### config.mk
export PLATFORM = sky130hd
export DESIGN_NAME = load_store_unit
export DESIGN_NICKNAME = d
export VERILOG_FILES = /design/src/rtl/load_store_unit.sv
export SDC_FILE = /design/constraint.sdc
export NUM_CORES = 1
export LEC_CHECK = 0
export BUFFER_PORTS_ARGS = -buffer_cell sky130_fd_sc_hd__buf_2
export CAP_MARGIN = 10
export CORE_ASPECT_RATIO = 0.6
export CORE_MARGIN = 2
export CORE_UTILIZATION = 45
export CTS_BUF_LIST = sky130_fd_sc_hd__clkbuf_8 sky130_fd_sc_hd__clkbuf_16
export DETAILED_ROUTE_END_ITERATION = 10
export HOLD_SLACK_MARGIN = 0.1
export PLACE_DENSITY = 0.77
export RECOVER_POWER = 50
export SLEW_MARGIN = 10
export SYNTH_ARGS = -nofsm -noshare
export SYNTH_HDL_FRONTEND = slang
export SYNTH_SLANG_ARGS = --single-unit
### constraint.sdc
create_clock -name clk_in -period 1.9 [get_ports clk_in]
set_input_delay 0.38 -clock clk_in [delete_from_list [all_inputs] [get_ports clk_in]]
set_output_delay 0.38 -clock clk_in [all_outputs]
set_load 0.005 [all_outputs]
### src/rtl/load_store_unit.sv
// load_store_unit
//   Sits between the execute stage and a simple request/grant memory bus.
//   It accepts one RV32I load or store at a time. It checks alignment and
//   funct3 legality, and builds the word-aligned bus transaction with byte
//   enables and lane-replicated write data. It then waits for the bus
//   completion, or gives up after BUS_TIMEOUT cycles. The result goes back
//   as a response with the load data already extracted and extended.
//
// Parameters
//   BUS_TIMEOUT   cycles spent in REQ+WAIT before the operation is aborted
//
// Ports
//   clk_in, rst_n_in            clock, asynchronous active-low reset
//   req_valid_in/req_ready_out  request handshake from execute
//   req_we_in, req_funct3_in    store flag and width/sign code
//   addr_in, wdata_in           byte address and store data
//   rsp_valid_out/rsp_ready_in  response handshake to writeback
//   rsp_rdata_out, rsp_err_out  load result and error code
//   bus_req_out .. bus_wdata_out  bus request side
//   bus_gnt_in .. bus_err_in      bus grant and completion side
module load_store_unit #(
  parameter int BUS_TIMEOUT = 255
) (
  input  logic        clk_in,
  input  logic        rst_n_in,
  input  logic        req_valid_in,
  output logic        req_ready_out,
  input  logic        req_we_in,
  input  logic [2:0]  req_funct3_in,
  input  logic [31:0] addr_in,
  input  logic [31:0] wdata_in,
  output logic        rsp_valid_out,
  input  logic        rsp_ready_in,
  output logic [31:0] rsp_rdata_out,
  output logic [1:0]  rsp_err_out,
  output logic        bus_req_out,
  output logic        bus_we_out,
  output logic [31:0] bus_addr_out,
  output logic [3:0]  bus_be_out,
  output logic [31:0] bus_wdata_out,
  input  logic        bus_gnt_in,
  input  logic        bus_rvalid_in,
  input  logic [31:0] bus_rdata_in,
  input  logic        bus_err_in
);

  localparam int CW = (BUS_TIMEOUT < 2) ? 1 : $clog2(BUS_TIMEOUT + 1);
  localparam logic [CW-1:0] TMO_LAST = CW'(BUS_TIMEOUT - 1);

  typedef enum logic [1:0] {IDLE, REQ, WAIT, RESP} state_t;

  state_t        state;
  logic [CW-1:0] tmo_cnt;
  logic          op_we;
  logic [2:0]    op_funct3;
  logic [1:0]    op_off;

  logic          illegal;
  logic          misaligned;
  logic [3:0]    be_calc;
  logic [31:0]   wdata_calc;
  logic [31:0]   lane;
  logic [31:0]   load_data;
  logic [31:0]   done_rdata;
  logic [1:0]    done_err;

  // Handshake and bus-request outputs are pure decodes of the state
  // register, so reset forces them to their idle values at once.
  assign req_ready_out = (state == IDLE);
  assign bus_req_out   = (state == REQ);
  assign rsp_valid_out = (state == RESP);

  // Decode the incoming request: legality, alignment, lane enables and
  // write-data replication. funct3[1:0] selects the access size.
  always_comb begin
    illegal    = 1'b0;
    misaligned = 1'b0;
    be_calc    = 4'b0000;
    wdata_calc = wdata_in;
    if (req_we_in)
      illegal = (req_funct3_in > 3'b010);
    else
      illegal = (req_funct3_in == 3'b011) || (req_funct3_in[2:1] == 2'b11);
    case (req_funct3_in[1:0])
      2'b00: begin
        be_calc    = 4'b0001 << addr_in[1:0];
        wdata_calc = {4{wdata_in[7:0]}};
      end
      2'b01: begin
        misaligned = addr_in[0];
        be_calc    = addr_in[1] ? 4'b1100 : 4'b0011;
        wdata_calc = {2{wdata_in[15:0]}};
      end
      default: begin
        misaligned = |addr_in[1:0];
        be_calc    = 4'b1111;
      end
    endcase
  end

  // Shift the addressed lane down to bit 0, then extend it according to
  // the latched funct3. Stores and faulted accesses return zero.
  always_comb begin
    lane = bus_rdata_in >> {op_off, 3'b000};
    case (op_funct3)
      3'b000:  load_data = {{24{lane[7]}}, lane[7:0]};
      3'b001:  load_data = {{16{lane[15]}}, lane[15:0]};
      3'b100:  load_data = {24'h0, lane[7:0]};
      3'b101:  load_data = {16'h0, lane[15:0]};
      default: load_data = lane;
    endcase
    done_rdata = (op_we || bus_err_in) ? 32'h0 : load_data;
    done_err   = bus_err_in ? 2'b10 : 2'b00;
  end

  // Main FSM. The bus completes in REQ (grant and rvalid together) or in
  // WAIT. A completion on the last allowed cycle wins over the timeout.
  // Grant and rvalid are not looked at in IDLE or RESP, so a late
  // completion after a timeout is dropped.
  always_ff @(posedge clk_in or negedge rst_n_in) begin
    if (!rst_n_in) begin
      state         <= IDLE;
      tmo_cnt       <= '0;
      op_we         <= 1'b0;
      op_funct3     <= 3'b000;
      op_off        <= 2'b00;
      bus_we_out    <= 1'b0;
      bus_addr_out  <= 32'h0;
      bus_be_out    <= 4'b0000;
      bus_wdata_out <= 32'h0;
      rsp_rdata_out <= 32'h0;
      rsp_err_out   <= 2'b00;
    end else begin
      case (state)
        IDLE: begin
          if (req_valid_in) begin
            op_we     <= req_we_in;
            op_funct3 <= req_funct3_in;
            op_off    <= addr_in[1:0];
            tmo_cnt   <= '0;
            if (illegal) begin
              state         <= RESP;
              rsp_err_out   <= 2'b10;
              rsp_rdata_out <= 32'h0;
            end else if (misaligned) begin
              state         <= RESP;
              rsp_err_out   <= 2'b01;
              rsp_rdata_out <= 32'h0;
            end else begin
              state         <= REQ;
              bus_we_out    <= req_we_in;
              bus_addr_out  <= {addr_in[31:2], 2'b00};
              bus_be_out    <= be_calc;
              bus_wdata_out <= wdata_calc;
            end
          end
        end
        REQ: begin
          tmo_cnt <= tmo_cnt + CW'(1);
          if (bus_gnt_in && bus_rvalid_in) begin
            state         <= RESP;
            rsp_rdata_out <= done_rdata;
            rsp_err_out   <= done_err;
          end else if (bus_gnt_in) begin
            state <= WAIT;
          end else if (tmo_cnt >= TMO_LAST) begin
            state         <= RESP;
            rsp_rdata_out <= 32'h0;
            rsp_err_out   <= 2'b11;
          end
        end
        WAIT: begin
          tmo_cnt <= tmo_cnt + CW'(1);
          if (bus_rvalid_in) begin
            state         <= RESP;
            rsp_rdata_out <= done_rdata;
            rsp_err_out   <= done_err;
          end else if (tmo_cnt >= TMO_LAST) begin
            state         <= RESP;
            rsp_rdata_out <= 32'h0;
            rsp_err_out   <= 2'b11;
          end
        end
        RESP: begin
          if (rsp_ready_in)
            state <= IDLE;
        end
        default: state <= IDLE;
      endcase
    end
  end

endmodule

# Word-level counts from Yosys, hierarchy flattened
# Index checks and enable logic that the tools add are counted.
# word_totals
reg_bits	117
input_bits	107
# op_classes
addsub	1
order_cmp	2
n_eq_ne	13
shift	2
muxes	35
bitwise_logic	2
reduce_logical	15
# ops
cell	n
two-way mux 32 bit	8
one-hot mux 32 bit (4 select lines)	1
one-hot mux 32 bit (3 select lines)	1
one-hot mux 32 bit (2 select lines)	1
two-way mux 2 bit	16
>> shifter 32 x 5 -> 32 bit	1
one-hot mux 8 bit (2 select lines)	1
adder 8 x 1 -> 8 bit (second input constant)	1
greater-or-equal comparator 8 bit (second input constant)	1
two-way mux 8 bit	1
one-hot mux 2 bit (4 select lines)	1
one-hot mux 4 bit (2 select lines)	1
AND reduction 4 bit	2
== test 2 bit (second input constant)	3
== test 3 bit (second input constant)	2
one-hot mux 2 bit (3 select lines)	1
AND reduction 2 bit	3
== test 2 x 1 -> 1 bit (second input constant)	2
zero test 2 bit	2
two-way mux 4 bit	1
OR reduction 2 bit	2
<< shifter 1 x 2 -> 4 bit (first input constant)	1
== test 3 x 1 -> 1 bit (second input constant)	1
== test 3 x 2 -> 1 bit (second input constant)	1
13 further kinds	15

# Longest topological paths before layout
# Gate-level depths: netlist of run 1.
# depth
depth_word	6
ltp_mapped	9
mapped_depth_nobuf	7

# Worst setup path before layout of run 1
# No wires, ideal clock.
# synth_timing
kind	flip-flop to flip-flop
from	reg state[0]
to	reg rsp_rdata_out[20]
setup_ns	0.064
arrival_time_ns	1.834
path_slack_ns	0.002
path_stages_with_launch	10
n_path_buf	2
synth_period_minus_slack_ns	1.898
cell_sequence	dfrtp_1 > inv_1 > ha_1 > buf_6 > nor2b_4 > a311oi_4 > o21ai_2 > nor3_4 > buf_6 > a22o_2
# synth_via
elab_chain_len	3
# synth_lines
item	line	rtl
start: declaration	52	state_t state;
start signal: assignment	122	state <= IDLE;
start signal: assignment	142	state <= RESP;
start signal: assignment	146	state <= RESP;
zero test 2 bit *	n/a	
named net req_ready_out	27	output logic req_ready_out,
!= test 3 x 1 -> 1 bit (no line), or another cell as far along	n/a	
AND reduction 4 bit (no line)	n/a	
end signal: assignment	162	rsp_rdata_out <= done_rdata;
end signal: assignment	176	rsp_rdata_out <= done_rdata;
end: declaration	34	output logic [31:0] rsp_rdata_out,
# Mark *: on every way through the listed nets, which the timed path passes. The rest lies on a longest branch.
# A chain may end at the register's enable or synchronous reset.

# Final worst setup path of run 1
# layout_timing
from	reg state[1]
to	reg rsp_rdata_out[17]
# layout_via
elab_chain_len	3
# layout_lines
item	line	rtl
== test 2 x 1 -> 1 bit, or another cell as far along	134	case (state)
!= test 3 x 2 -> 1 bit (no line), or another cell as far along	n/a	
AND reduction 4 bit (no line)	n/a	
# Several ways; a longest one is shown, not always the timed one.

==> out/qor.csv, run 1 <==
stage,metric,value,unit
global_route,antenna_found_initial,0,
routing,route.detailed.drc,0,
timing,finalSetupTns,0,ns
worst_setup_path,required,2.23,ns
worst_setup_path,cp_cell_sequence,"inv_2, ha_4, nor2b_4, a311oi_4, buf_4, o21ai_4, nor3_4, buf_12, a22o_1",
worst_setup_path,cp-start-kind,flop,
routing,vias_per_cell,5.16,
timing,timing.fmax,0.537,GHz
yosys,synthMuxAreaShare,0.0834,
yosys,syn-cell-area,5710,µm²
yosys,synth_top_family_by_area,simple AND/OR/NAND/NOR gates,
timing,clock-skew-final,0.00892,ns
yosys,synthAdderAreaFrac,0.0131,
yosys,netlist_top_cells_count,"nand2_1 (195), dfrtp_1 (117), o21ai_0 (60)",
timing,drv_slew,0,
hold_path,min_from,addr_in[2],
worst_setup_path,path_class,flop to flop,
power_and_ir_drop,ir_worst_vdd,0.796,mV
timing,fin_crit_sh,0.980,
timing,relSlewSlack,0.345,
worst_setup_path,timing.rr.start,state[1]$_DFFE_PN0P_,
timing,final-hold-violation-count,0,
timing,rsz0062_at_grt,yes,
yosys,synth_xor_area_frac,0.00460,
job,maxCapViolCount,0,
floorplanning,dieHeight,91.3,µm
yosys,synthSimpleGateAreaFrac,0.179,
timing,tightest_slew,0.982,ns
power_and_ir_drop,total_power,11.9,mW
power_and_ir_drop,combPwrFrac,0.393,
yosys,yosysUniqueCellTypes,54,
global_route,grt.total_usage,0.235,
yosys,ys_warn_count,0,
layout,drive_gt1_frac,0.344,
cts,clock-root-buffer,clkbuf_16,
hold_path,hold_class,input port to flop,
placed_design,io_buffer_count,210,
cts,clock_path_buffers,2,
placed_design,placed_area,7080,µm²
yosys,synthArstFlopShare,1.00,
worst_setup_path,critPathTopFamily,compound AO/OA/AOI/OAI gates,
power_and_ir_drop,p_int,7.50,mW
floorplanning,dieArea,13600,µm²
routing,vias,5230,
routing,firstDrtPassIters,5,
routing,ant_nets,0,
yosys,syn_avg_cell_area,9.35,µm²
layout,layout.nets,948,
yosys,netlist.area_leader.share,0.512,
global_route,grt_pass1_vias,4892,
yosys,synthFlopType,dfrtp_1,
floorplanning,rows,31,
global_route,grt_max_degree,79,
cts,clock-sinks,117,
outcome,outcome,finished clean,
layout,antennaDiodeCount,0,
worst_setup_path,cp.arrival,2.19,ns
worst_setup_path,startpoint,state[1]$_DFFE_PN0P_,
placed_design,gp_congestion,0.934,
yosys,yosysMostFrequentCell,nand2_1,
worst_setup_path,endpoint_kind,flop,
cts,cts_tree,built,
cts,clk_pin_slew,0.06,ns
layout,area_growth,35.3,%
cts,htreeDepth,4,
cts,clock_latency,0.40,ns
power_and_ir_drop,netSwitchingFraction,0.368,
yosys,syn_inst,611,
yosys,synth_compound_area_frac,0.167,
power_and_ir_drop,seqPwrFrac,0.341,
yosys,synth_edf_count,0,
worst_setup_path,cp_max_fo,16,
worst_setup_path,slowest_stage,dfrtp_1,
power_and_ir_drop,p_per_area,1530,nW/µm²
floorplanning,die_w,149,µm
worst_setup_path,cpPeakStageDelay,0.39,ns
power_and_ir_drop,power.leakage,4.07,nW
yosys,netlist.top_cell.by_area,dfrtp_1,
yosys,synth_seq_cells,117,
timing,timing.final.crit_period,1.86,ns
timing,setup_viol,0,
global_route,grt_pass1_wl,25200,µm
placed_design,dp.final_hpwl,11700,µm
floorplanning,core_area,12200,µm²
power_and_ir_drop,p_clk_frac,0.266,
floorplanning,start_util,0.468,
routing,routed_wl,16300,µm
power_and_ir_drop,power.switching,4.36,mW
floorplanning,ios,213,
global_route,grt_overflow,0,
layout,finish.instance_area,7730,µm²
yosys,ys_seq_area_frac,0.512,
routing,drt_iter0_drc,328,
cts,cts_inserted_buffers,17,
routing,wl_per_cell,16.1,µm
yosys,synth_area_leaders,"dfrtp_1 (51%), nand2_1 (13%), mux2i_1 (7.4%)",
worst_setup_path,crit_buf_inv,3,
kinds of logic (layout without fill, tap and decap cells):
| logic type | count (synthesis) | in the layout |
|---|---|---|
| compound gates | 144 | 144 |
| xor+xnor | 3 | 3 |
| fa+ha+maj | 6 | 6 |
| buf+inv | 47 | 283 |
| flops | 117 | 117 |
| mux | 47 | 47 |
| other cells | 1 | 2 |
| simple gates | 246 | 246 |
state kept, by name, summed over array words and instances, names as in the netlist:
register and cells:
bus_wdata_out 32, rsp_rdata_out 32, bus_addr_out 30, tmo_cnt 8, bus_be_out 4, op_funct3 3, op_off 2, rsp_err_out 2
state 2, bus_we_out 1, op_we 1
worst paths after layout:
check	endpoint	slack (ns)	cells after the start
setup / recovery	rsp_rdata_out[17]$_DFFE_PN0P_	0.04	9
hold / removal	bus_addr_out[2]$_DFFE_PN0P_	0.17	3
setup reg to reg	rsp_rdata_out[17]$_DFFE_PN0P_	0.04	9
hold reg to reg	bus_addr_out[7]$_DFFE_PN0P_	0.47	2
max in group asynchronous	bus_addr_out[9]$_DFFE_PN0P_	0.26	3
min in group asynchronous	bus_addr_out[19]$_DFFE_PN0P_	0.39	2
layout make-up:
cell class	count	area (µm²)
sequential	117	2930
multi-input combinational	448	2610
fill	1054	4490
inverter	9	36.3
timing repair buffer	242	1350
clock inverter	14	153
clock buffer	18	439
tap	165	206
placed cells by master (no fill, tap or decap), types with 5 or more instances in the layout:
cell type	count
nand2_1	195
buf_2	193
dfrtp_1	116
o21ai_0	55
mux2i_1	42
a21oi_1	25
buf_4	22
nor2_1	20
clkbuf_16	18
clkbuf_1	15
o21ai_1	10
a22o_2	10
nor2b_1	9
inv_1	7
a211o_1	7
a32o_1	7
a22o_1	7
clkinvlp_4	7
mux2_2	5
buf_12	5
what timing repair did:
action	CTS	global route
gates resized for setup	3	17
endpoints found under the setup margin	34	100
hold endpoints to repair	19	0
hold buffers	1	0
pin swaps	1	1
buffers inserted	1	2
gates cloned	0	1
per-stage QoR:
step	std cells	hold slack, ns	util	setup slack (ns)
after floorplan	612	0.0844	-	0.00224
after global placement	976	0.298	0.579	0.0462
after detailed placement	976	0.302	0.579	-0.0171
after CTS	1010	0.157	0.629	-0.00137
after global routing	1013	0.158	0.633	-0.0561
final	1013	0.167	0.633	0.0377
layer usage:
layer  part of all wire  global-route usage
met5                  0                   0
met4              0.012              0.0635
met3              0.080              0.0533
met2               0.43               0.341
met1               0.48               0.352
power groups by stage:
stage / sequential [mW] / combinational (mW) / clock, mW
finish: 4.04 / 4.67 / 3.15
global route: 4.17 / 5.18 / 3.33
CTS: 4.02 / 4.58 / 3.19
detailed placement: 4.03 / 4.55 / 0
global placement: 4.01 / 4.47 / 0
floorplan: 4.01 / 2.57 / 0
worst min-delay path, cell delays in order:
cell	delay (ns)
buf_2	0.07
nand2_1	0.04
nand2_1	0.04
(Power assumes the default switching activity.)
==> inputs of run 2 (changes only) <==
- CELL_PAD_IN_SITES_DETAIL_PLACEMENT: not set -> 1
- CELL_PAD_IN_SITES_GLOBAL_PLACEMENT: not set -> 1
- CORE_UTILIZATION: 45 -> 33
- PLACE_DENSITY: 0.77 -> not set
- PLACE_DENSITY_LB_ADDON: not set -> 0.1
==> run 2 against run 1 <==
Effect of this change: first-iteration DRC count rose by 20%; worst setup slack worse by 0.021 ns; register-to-register slack worse by 0.02 ns; die area up 35%; flip-flop and latch count is the same; maximum frequency shrank 1.1%; worst hold slack lost 0.012 ns; final cell count increased by 7.6%; via count rose by 0.76%; highest routed layer is now met5; cell area rose by 3.7%; sequential share of layout area down 1.4 points.
==> out/qor.csv, run 2 (synthesized netlist as in run 1, its figures left out) <==
stage,metric,value,unit,change
timing,fin_crit_sh,0.991,,was 0.980
global_route,grt_max_degree,117,,was 79
timing,timing.fmax,0.531,GHz,was 0.537 GHz
timing,finalSetupTns,0,ns,unchanged
cts,clock-sinks,117,,unchanged
global_route,busiest_layer,met2,,was met1
routing,route.detailed.drc,0,,unchanged
worst_setup_path,cp_cell_sequence,"buf_6, ha_4, a311oi_4, buf_4, o21ai_4, nor3_4, buf_6, a22o_1",,"was inv_2, ha_4, nor2b_4, a311oi_4, buf_4, o21ai_4, nor3_4, buf_12, a22o_1"
job,maxCapViolCount,0,,unchanged
power_and_ir_drop,power.leakage,4.19,nW,was 4.07 nW
worst_setup_path,cp_max_fo,8,,was 16
floorplanning,rows,37,,was 31
routing,drt_iter0_drc,394,,was 328
placed_design,gp_congestion,0.832,,was 0.934
worst_setup_path,slowest_stage,dfrtp_1,,unchanged
worst_setup_path,endpoint,rsp_rdata_out[16]$_DFFE_PN0P_,,was rsp_rdata_out[17]$_DFFE_PN0P_
placed_design,io_buffer_count,210,,unchanged
worst_setup_path,cpPeakStageDelay,0.42,ns,was 0.39 ns
timing,relSlewSlack,0.267,,was 0.345
worst_setup_path,rrSetupSlack,0.02,ns,was 0.04 ns
cts,cts_inserted_buffers,17,,unchanged
timing,timing.hold.ws,0.154,ns,was 0.167 ns
routing,firstDrtPassIters,4,,was 5
worst_setup_path,path_class,flop to flop,,unchanged
routing,routed_wl,19300,µm,was 16300 µm
timing,rsz0062_at_grt,yes,,unchanged
worst_setup_path,startpoint,state[0]$_DFFE_PN0P_,,was state[1]$_DFFE_PN0P_
routing,vias_per_cell,4.83,,was 5.16
cts,clock_latency,0.41,ns,was 0.40 ns
floorplanning,core_area,17000,µm²,was 12200 µm²
floorplanning,start_util,0.335,,was 0.468
global_route,grt_use_met3,0.0629,,was 0.0533
timing,drv_slew,0,,unchanged
routing,wl_per_cell,17.7,µm,was 16.1 µm
hold_path,hold_class,input port to flop,,unchanged
cts,clock-root-buffer,clkbuf_16,,unchanged
outcome,outcome,finished clean,,unchanged
routing,ant_nets,0,,unchanged
global_route,met2_usage,0.311,,was 0.341
cts,htreeDepth,4,,unchanged
power_and_ir_drop,p_per_area,1580,nW/µm²,was 1530 nW/µm²
timing,timing.final.crit_period,1.88,ns,was 1.86 ns
timing,clock-skew-final,0.0138,ns,was 0.00892 ns
layout,layout_common_cells,"nand2_1 (194), buf_2 (193), dfrtp_1 (117)",,"was nand2_1 (195), buf_2 (193), dfrtp_1 (116)"
layout,drive_gt1_frac,0.360,,was 0.344
cts,clk_pin_slew,0.07,ns,was 0.06 ns
worst_setup_path,worstSetupPathDepth,8,,was 9
layout,top_regs,"bus_wdata_out x32, rsp_rdata_out x32, bus_addr_out x30",,unchanged
global_route,grt_pass1_wl,30500,µm,was 25200 µm
floorplanning,ios,213,,unchanged
cts,cts_tree,built,,unchanged
global_route,grt_pass1_vias,5518,,was 4892
timing,final-hold-violation-count,0,,unchanged
worst_setup_path,cp_common_cell,buf_6,,
layout,multi_input_area,2750,µm²,was 2610 µm²
placed_design,dp.final_hpwl,13800,µm,was 11700 µm
global_route,grtUsageMet1,0.306,,was 0.352
worst_setup_path,critPathTopFamily,compound AO/OA/AOI/OAI gates,,unchanged
worst_setup_path,endpoint_kind,flop,,unchanged
worst_setup_path,crit_buf_inv,3,,unchanged
worst_setup_path,r2r-end,rsp_rdata_out[16]$_DFFE_PN0P_,,was rsp_rdata_out[17]$_DFFE_PN0P_
layout,seq_area,2930,µm²,about the same
timing,setup_viol,0,,unchanged
layout,area_growth,40.2,%,was 35.3%
layout,layout_commonest_cell,nand2_1,,unchanged
worst_setup_path,reg2reg_depth,8,,was 9
worst_setup_path,required,2.24,ns,was 2.23 ns
layout,layout.nets,955,,was 948
worst_setup_path,cp-start-kind,flop,,unchanged
worst_setup_path,cp.arrival,2.23,ns,was 2.19 ns
floorplanning,dieHeight,106,µm,was 91.3 µm
routing,vias,5270,,was 5230
floorplanning,dieArea,18400,µm²,was 13600 µm²
global_route,antenna_found_initial,1,,was 0
power_and_ir_drop,ir_worst_vdd,0.743,mV,was 0.796 mV
worst_setup_path,timing.rr.start,state[0]$_DFFE_PN0P_,,was state[1]$_DFFE_PN0P_
global_route,grt_overflow,0,,unchanged
global_route,grt.total_usage,0.213,,was 0.235
timing,tightest_slew,1.10,ns,was 0.982 ns
cts,clock_path_buffers,2,,unchanged
layout,fill_cells,2038,,was 1054
floorplanning,die_w,174,µm,was 149 µm
run 2: changes by cell type in the layout (fill, tap and decap cells not counted), moves of 5 or more:
cell,delta
a22o_4,+7
buf_6,+7
a22o_2,-7
o21ai_0,-6
buf_4,+5
run 2: layout make-up:
cell class | count | share of cell area
timing repair buffer | 249 | 0.173
tap | 234 | 0.0365
inverter | 9 | 0.00422
sequential | 117 | 0.365
antenna | 1 | 0.000312
clock buffer | 18 | 0.0548
clock inverter | 14 | 0.0222
multi-input combinational | 448 | 0.343
run 2: per-layer routing:
metal  wire (µm)  up-vias
met2        8270      139
met5          14        -
met3        1280       22
met4         252        2
li1            -     2549
met1        9440     2558
run 2: worst min path at each step:
stage | startpoint | end | cells past startpoint
CTS | addr_in[17] | bus_addr_out[17]$_DFFE_PN0P_ | 3
detailed placement | rst_n_in | tmo_cnt[3]$_DFFE_PN0P_ | 1
global placement | rst_n_in | tmo_cnt[3]$_DFFE_PN0P_ | 1
global route | addr_in[29] | bus_addr_out[29]$_DFFE_PN0P_ | 3
floorplan | rst_n_in | bus_addr_out[10]$_DFFE_PN0P_ | 0
finish | addr_in[22] | bus_addr_out[22]$_DFFE_PN0P_ | 3
run 2: power breakdown:
part	leakage [nW]	internal (mW)	switching, mW
sequential	1.51	3.42	0.597
combinational	2.38	2.33	2.91
clock	0.295	2.11	1.26
total	4.19	7.86	4.77
run 2: what timing repair did:
item | CTS | global route
resized for setup | 27 | 30
gates cloned | 3 | 0
endpoints found under the hold margin | 7 | 0
endpoints found under the setup margin | 37 | 36
hold buffers | 1 | 0
setup buffers | 12 | 2
pin swaps | 3 | 14
run 2: stage by stage:
step | instance area [µm²] | instances | power [mW] | setup WS [ns] | utilization
finish | 8010 | 1090 | 12.6 | 0.0164 | 0.470
global route | 8010 | 1089 | 13.6 | -0.0628 | 0.470
CTS | 8020 | 1092 | 12.9 | -0.0363 | 0.471
detailed placement | 7130 | 1044 | 8.70 | -0.169 | 0.419
global placement | 7130 | 1044 | 8.51 | -0.0570 | 0.419
floorplan | 5720 | 612 | 6.58 | 0.00224 | -
run 2: worst reg2reg max path, delay by kind of cell, from the launching register on:
| family | cells | cell delay (ns) |
|---|---|---|
| flops | 1 | 0.42 |
| simple gates | 1 | 0.23 |
| compound gates | 3 | 0.51 |
| fa+ha+maj | 1 | 0.17 |
| buf+inv | 3 | 0.49 |
